## config.mk

```make
export PLATFORM = sky130hd
export DESIGN_NAME = shift_pipe_flat
export DESIGN_NICKNAME = d
export VERILOG_FILES = /design/src/rtl/shift_pipe_if.sv /design/src/rtl/shift_pipe.sv /design/src/flat_wrapper.sv
export SDC_FILE = /design/constraint.sdc
export NUM_CORES = 1
export LEC_CHECK = 0
export ABC_AREA = 0
export CORE_MARGIN = 5
export CORE_UTILIZATION = 38
export CTS_CLUSTER_SIZE = 8
export DETAILED_ROUTE_END_ITERATION = 10
export SLEW_MARGIN = 0
export SYNTH_ARGS = -nofsm -noshare
export SYNTH_HDL_FRONTEND = slang
export SYNTH_SLANG_ARGS = --single-unit
```

## constraint.sdc

```tcl
create_clock -name clk -period 5.3 [get_ports clk]
set_clock_uncertainty 0.2 [all_clocks]
set_input_delay 0.795 -clock clk [delete_from_list [all_inputs] [get_ports clk]]
set_output_delay 0.795 -clock clk [all_outputs]
set_load 0.005 [all_outputs]
```

## src/rtl/shift_pipe_if.sv

```systemverilog
// Issue-side and writeback-side valid/ready bundle for the shift/rotate execute unit.
// master = issue/writeback side, slave = the unit itself.
interface shift_pipe_if;
    logic        in_valid;
    logic        in_ready;
    logic [2:0]  in_op;
    logic [15:0] in_data;
    logic [3:0]  in_cnt;
    logic [2:0]  in_tag;
    logic        out_valid;
    logic        out_ready;
    logic [15:0] out_data;
    logic [2:0]  out_tag;
    logic        out_zero;
    logic        out_err;

    modport master (
        output in_valid, in_op, in_data, in_cnt, in_tag, out_ready,
        input  in_ready, out_valid, out_data, out_tag, out_zero, out_err
    );

    modport slave (
        input  in_valid, in_op, in_data, in_cnt, in_tag, out_ready,
        output in_ready, out_valid, out_data, out_tag, out_zero, out_err
    );
endinterface

```

## src/rtl/shift_pipe.sv

```systemverilog
// Two-stage 16-bit shift/rotate unit: every op is a left rotate by an effective count plus a fill mask.
// Latency 2 edges, one op per cycle; in_ready falls only when both stages are full and out_ready is low.
module shift_pipe (
    input  logic         clk,
    input  logic         rst_n,
    input  logic         flush,
    shift_pipe_if.slave  bus
);
    localparam logic [2:0] OP_ROL = 3'b000;
    localparam logic [2:0] OP_SLL = 3'b001;
    localparam logic [2:0] OP_ROR = 3'b010;
    localparam logic [2:0] OP_SRL = 3'b011;
    localparam logic [2:0] OP_SRA = 3'b100;

    logic        s1_v_q, s1_v_d;
    logic [2:0]  op_q;
    logic [15:0] data_q;
    logic [3:0]  cnt_q;
    logic [2:0]  tag_q;

    logic        s2_v_q, s2_v_d;
    logic [15:0] res_q, res_d;
    logic [2:0]  otag_q;
    logic        zero_q, zero_d;
    logic        err_q, err_d;

    logic        s1_adv, s2_adv;
    logic [3:0]  eff;
    logic [15:0] r1, r2, r4, r8;
    logic [15:0] lmask, rmask;

    assign s2_adv = !s2_v_q || bus.out_ready;
    assign s1_adv = !s1_v_q || s2_adv;

    // Right shifts become left rotates by the 4-bit two's complement of the count.
    always_comb begin
        eff = (op_q == OP_ROR || op_q == OP_SRL || op_q == OP_SRA) ? (4'd0 - cnt_q) : cnt_q;
        r1  = eff[0] ? {data_q[14:0], data_q[15]}  : data_q;
        r2  = eff[1] ? {r1[13:0], r1[15:14]}        : r1;
        r4  = eff[2] ? {r2[11:0], r2[15:12]}        : r2;
        r8  = eff[3] ? {r4[7:0],  r4[15:8]}         : r4;
        lmask = 16'hFFFF << cnt_q;
        rmask = 16'hFFFF >> cnt_q;
        err_d = 1'b0;
        case (op_q)
            OP_ROL, OP_ROR: res_d = r8;
            OP_SLL:         res_d = r8 & lmask;
            OP_SRL:         res_d = r8 & rmask;
            OP_SRA:         res_d = (r8 & rmask) | (data_q[15] ? ~rmask : 16'h0000);
            default: begin
                res_d = data_q;
                err_d = 1'b1;
            end
        endcase
        zero_d = (res_d == 16'h0000);
    end

    // Flush kills both valid bits and wins over any concurrent input transfer.
    always_comb begin
        s1_v_d = s1_adv ? bus.in_valid : s1_v_q;
        s2_v_d = s2_adv ? s1_v_q : s2_v_q;
        if (flush) begin
            s1_v_d = 1'b0;
            s2_v_d = 1'b0;
        end
    end

    always_ff @(posedge clk or negedge rst_n) begin
        if (!rst_n) begin
            s1_v_q <= 1'b0;
            op_q   <= 3'd0;
            data_q <= 16'h0000;
            cnt_q  <= 4'd0;
            tag_q  <= 3'd0;
            s2_v_q <= 1'b0;
            res_q  <= 16'h0000;
            otag_q <= 3'd0;
            zero_q <= 1'b0;
            err_q  <= 1'b0;
        end else begin
            s1_v_q <= s1_v_d;
            s2_v_q <= s2_v_d;
            if (s1_adv) begin
                op_q   <= bus.in_op;
                data_q <= bus.in_data;
                cnt_q  <= bus.in_cnt;
                tag_q  <= bus.in_tag;
            end
            if (s2_adv && s1_v_q) begin
                res_q  <= res_d;
                otag_q <= tag_q;
                zero_q <= zero_d;
                err_q  <= err_d;
            end
        end
    end

    assign bus.in_ready  = s1_adv;
    assign bus.out_valid = s2_v_q;
    assign bus.out_data  = res_q;
    assign bus.out_tag   = otag_q;
    assign bus.out_zero  = zero_q;
    assign bus.out_err   = err_q;
endmodule
```

## src/flat_wrapper.sv

```systemverilog
// flat-port wrapper written by rule: the top's interface ports become plain ports
module shift_pipe_flat 
  (clk, rst_n, flush, bus_in_valid, bus_in_op, bus_in_data, bus_in_cnt, bus_in_tag, bus_out_ready, bus_in_ready, bus_out_valid, bus_out_data, bus_out_tag, bus_out_zero, bus_out_err);
  shift_pipe_if bus_i ();
  input  logic clk;
  input  logic rst_n;
  input  logic flush;
  input wire logic [$bits(bus_i.in_valid)-1:0] bus_in_valid;
  input wire logic [$bits(bus_i.in_op)-1:0] bus_in_op;
  input wire logic [$bits(bus_i.in_data)-1:0] bus_in_data;
  input wire logic [$bits(bus_i.in_cnt)-1:0] bus_in_cnt;
  input wire logic [$bits(bus_i.in_tag)-1:0] bus_in_tag;
  input wire logic [$bits(bus_i.out_ready)-1:0] bus_out_ready;
  output wire logic [$bits(bus_i.in_ready)-1:0] bus_in_ready;
  output wire logic [$bits(bus_i.out_valid)-1:0] bus_out_valid;
  output wire logic [$bits(bus_i.out_data)-1:0] bus_out_data;
  output wire logic [$bits(bus_i.out_tag)-1:0] bus_out_tag;
  output wire logic [$bits(bus_i.out_zero)-1:0] bus_out_zero;
  output wire logic [$bits(bus_i.out_err)-1:0] bus_out_err;
  assign bus_i.in_valid = bus_in_valid;
  assign bus_i.in_op = bus_in_op;
  assign bus_i.in_data = bus_in_data;
  assign bus_i.in_cnt = bus_in_cnt;
  assign bus_i.in_tag = bus_in_tag;
  assign bus_i.out_ready = bus_out_ready;
  assign bus_in_ready = bus_i.in_ready;
  assign bus_out_valid = bus_i.out_valid;
  assign bus_out_data = bus_i.out_data;
  assign bus_out_tag = bus_i.out_tag;
  assign bus_out_zero = bus_i.out_zero;
  assign bus_out_err = bus_i.out_err;
  shift_pipe u_core (.clk(clk), .rst_n(rst_n), .flush(flush), .bus(bus_i));
endmodule
```

==> impl_results.md <==
* Setup tns final at 0 ns
* WL met1 at 5040 um
* Worst Hold Class: reg2reg
* Post-Syn Instances at 446
* Buffers & Inverters on Critical Path at 2
* Placed cells at 598
* Ranking of synthesized cells by area: dfrtp_1 (34%), nand2_1 (8.5%), mux2_2 (7.8%)
* Final worst-path cycle share at 78.0%
* Non-Filler Instances at 606
* Met3 routed wirelength at 731 um
* WL/cell at 18.7 um
* Worst-margin pin slew at 1.03 ns
* Total wire length at 11300 um
* Leak pwr at 1.77 nW
* Setup Crit Path Kind: reg2reg
* Crit-path leading delay family: compound AO/OA/AOI/OAI gates
* Total CTS buffers at 5
* Post-synth cell types at 59
* Max Cap Viol at 0
* Tmin final at 4.14 ns
* Hold Vio Cnt, Final at 0
* Via count at 3586
* Area of the die at between 10000 and 15000 um^2
* DRC at 0
* Initial Util at 39.0%
* RePlAce Congestion at 0.969
* Die Span X at 108 um
* Setup crit end kind: flip-flop
* WL met2 at around 5200 um
* Syn Area/Cell at 8.12 um^2
* RSZ-0062 raised after global routing: false
* Status: completed
* First-pass GRT wire length at 18200 um
* Antenna Nets Post-Route at 0
* # diodes at 0
* Seq cells post-synth at a little under 50
* Die height at 108 um
* CTS sink cnt at 49
* CP max-delay cell: dfrtp_1
* Synth area leader: dfrtp_1
* Finished Core Util at 46.0%
* # port buffers at 53
* # setup viols final at 0
* Filler cells at 950
* Io pins at 54
* Post-CTS Resized at 0
* Vias per cell at 5.92
* Grt ovf at 0
* Placed inst area at 4180 um^2
* Critical path's most frequent cell: ha_1
* Floorplan row count at 35
* Fin. max-slew vios at 0
* CP Max Fanout at 19
* Syn. warnings at 0
* Peak VDD IR at 116 uV
* All-layer global routing usage at 19.9%
* Antenna violations before repair at 0
* Clock Tree Buf Depth at 2
* Power Dens Cells at around 260 nW/um^2
* Setup Buffers After CTS at 0
* Hpwl dp at 8460 um
* Pre-Repair DR Iteration Count at 5
* CP arrival at roughly 4.2 ns
* Clock Latency Late Sink at 0.31 ns
* Vias in the first global route at 3349
* Dominant synthesized flop cell: dfrtp_1
* Async SR Flop Fraction at 100%
* Clock Tree Root: clkbuf_8
* Post-synth top area share at 33.9%
* Nets at slightly above 500
* Max stage delay on crit path at 0.77 ns
* Max transition margin at 30.6%
* Required time of the critical path at 5.32 ns
* Max Freq at 242 MHz
* H-tree depth at 2
* Starting DRT DRC Count at roughly 330
* Critical path, cell by cell: clkinv_1 > ha_1 > inv_1 > ha_1 > a21oi_1 > nor2_1 > a22o_1 > o21ai_1 > o21ai_0 > or4_1 > o31ai_2
* Syn_nets at 481
* Clock transition at the registers of the reported paths at 0.10 ns
* P&R area growth vs syn at 17.8%
* Mapped Area at approximately 3600 um^2
* Design Area, Final at 4270 um^2
* Highest Signal Layer: met4
* Largest net degree at the start of global routing at 50
* Crit start category: flip-flop
* Flop-to-flop setup slack at 1.16 ns
* Post-synth EDFFs at 0
* Register area share after synthesis at 33.9%
* Core area at around 9300 um^2
* CTS tree: built
* Hold Buf Count CTS at 0
* Layout cells sized above 1 at between 10 and 15%
-- cells by family after synthesis --
| kind of cell | share of synthesized area, % |
|---|---|
| AOI/OAI and AO/OA | 31.4 |
| and+or+nand+nor | 19.2 |
| DFF | 33.9 |
| buffers and inverters | 5.29 |
| muxes | 8.33 |
| adders and majority gates | 1.38 |
| xor gates and xnor gates | 0.484 |
-- Yosys cell counts (all sizes together) (4+ instances only) --
| cell type | count |
|---|---|
| a211o | 7 |
| a211oi | 15 |
| a21oi | 25 |
| a221oi | 4 |
| a22o | 9 |
| a22oi | 26 |
| and3 | 4 |
| buf | 11 |
| clkbuf | 23 |
| dfrtp | 49 |
| ha | 4 |
| inv | 8 |
| mux2 | 25 |
| nand2 | 82 |
| nand2b | 6 |
| nand3 | 12 |
| nor2 | 23 |
| nor3 | 5 |
| o21a | 5 |
| o21ai | 53 |
| o22ai | 4 |
| or2 | 6 |
-- report_power, final --
part,switching (mW),internal [mW],total (mW)
clock,0.137,0.0946,0.231
combinational,0.209,0.191,0.400
sequential,0.0504,0.418,0.468
total,0.396,0.704,1.10
-- state kept, by name (all words and copies together) (netlist names) --
signal / count
u_core.data_q: 16
u_core.tag_q: 3
u_core.bus.out_tag: 3
u_core.cnt_q: 4
u_core.bus.out_err: 1
u_core.s1_v_q: 1
u_core.bus.out_valid: 1
u_core.op_q: 3
u_core.bus.out_data: 16
u_core.bus.out_zero: 1
-- area by class of cell --
type | instances | area, um^2 | share of cell area, %
clock buffers | 6 | 72.6 | 1.70
clock inverters | 2 | 13.8 | 0.323
inverters | 9 | 33.8 | 0.792
multi-input cells | 354 | 2200 | 51.6
flip-flops and latches | 49 | 1230 | 28.7
well taps | 129 | 161 | 3.78
repair buffers | 57 | 556 | 13.0
-- per-stage QoR --
step | hold slack (ns) | power, mW | worst slack [ns]
3_5_place_dp | 0.260 | 0.872 | 1.28
4_1_cts | 0.281 | 1.10 | 1.23
5_1_grt | 0.304 | 1.17 | 0.847
3_3_place_gp | 0.244 | 0.873 | 1.25
2_1_floorplan | 0.235 | 0.700 | 2.04
6_report | 0.278 | 1.10 | 1.16
-- cell usage in the layout, fill, tap and decap left out, drive strengths merged, types with 9 or more instances in the layout --
cell	instances
inv	9
nand3	12
dfrtp	49
mux2	25
a22oi	26
a21oi	25
nand2	82
clkdlybuf4s50	52
o21ai	53
a211oi	15
nor2	23
a22o	9
-- per-layer routing --
layer	vias up	GRT usage, %
met5	-	0
met4	0	6.04
met3	26	2.16
met2	169	31.7
met1	1687	28.2
li1	1704	-
-- path summary, 6_finish.rpt --
check,from,cells after the start,endpoint
max in group asynchronous,rst_n,2,u_core.data_q[8]
worst min register to register,u_core.tag_q[2],2,u_core.bus.out_tag[2]
worst max-delay path,u_core.cnt_q[0],11,u_core.bus.out_zero
worst min-delay path,u_core.tag_q[2],2,u_core.bus.out_tag[2]
worst max register to register,u_core.cnt_q[0],11,u_core.bus.out_zero
min in group asynchronous,rst_n,2,u_core.bus.out_data[15]
-- worst reg2reg max path: stages (launching register included) --
cell      delay [ns]
dfrtp_1         0.77
clkinv_1        0.21
ha_1            0.26
inv_1           0.06
ha_1            0.23
a21oi_1         0.77
nor2_1          0.31
a22o_1          0.28
o21ai_1         0.14
o21ai_0         0.12
or4_1           0.45
o31ai_2         0.25
(Power assumes the default switching activity.)
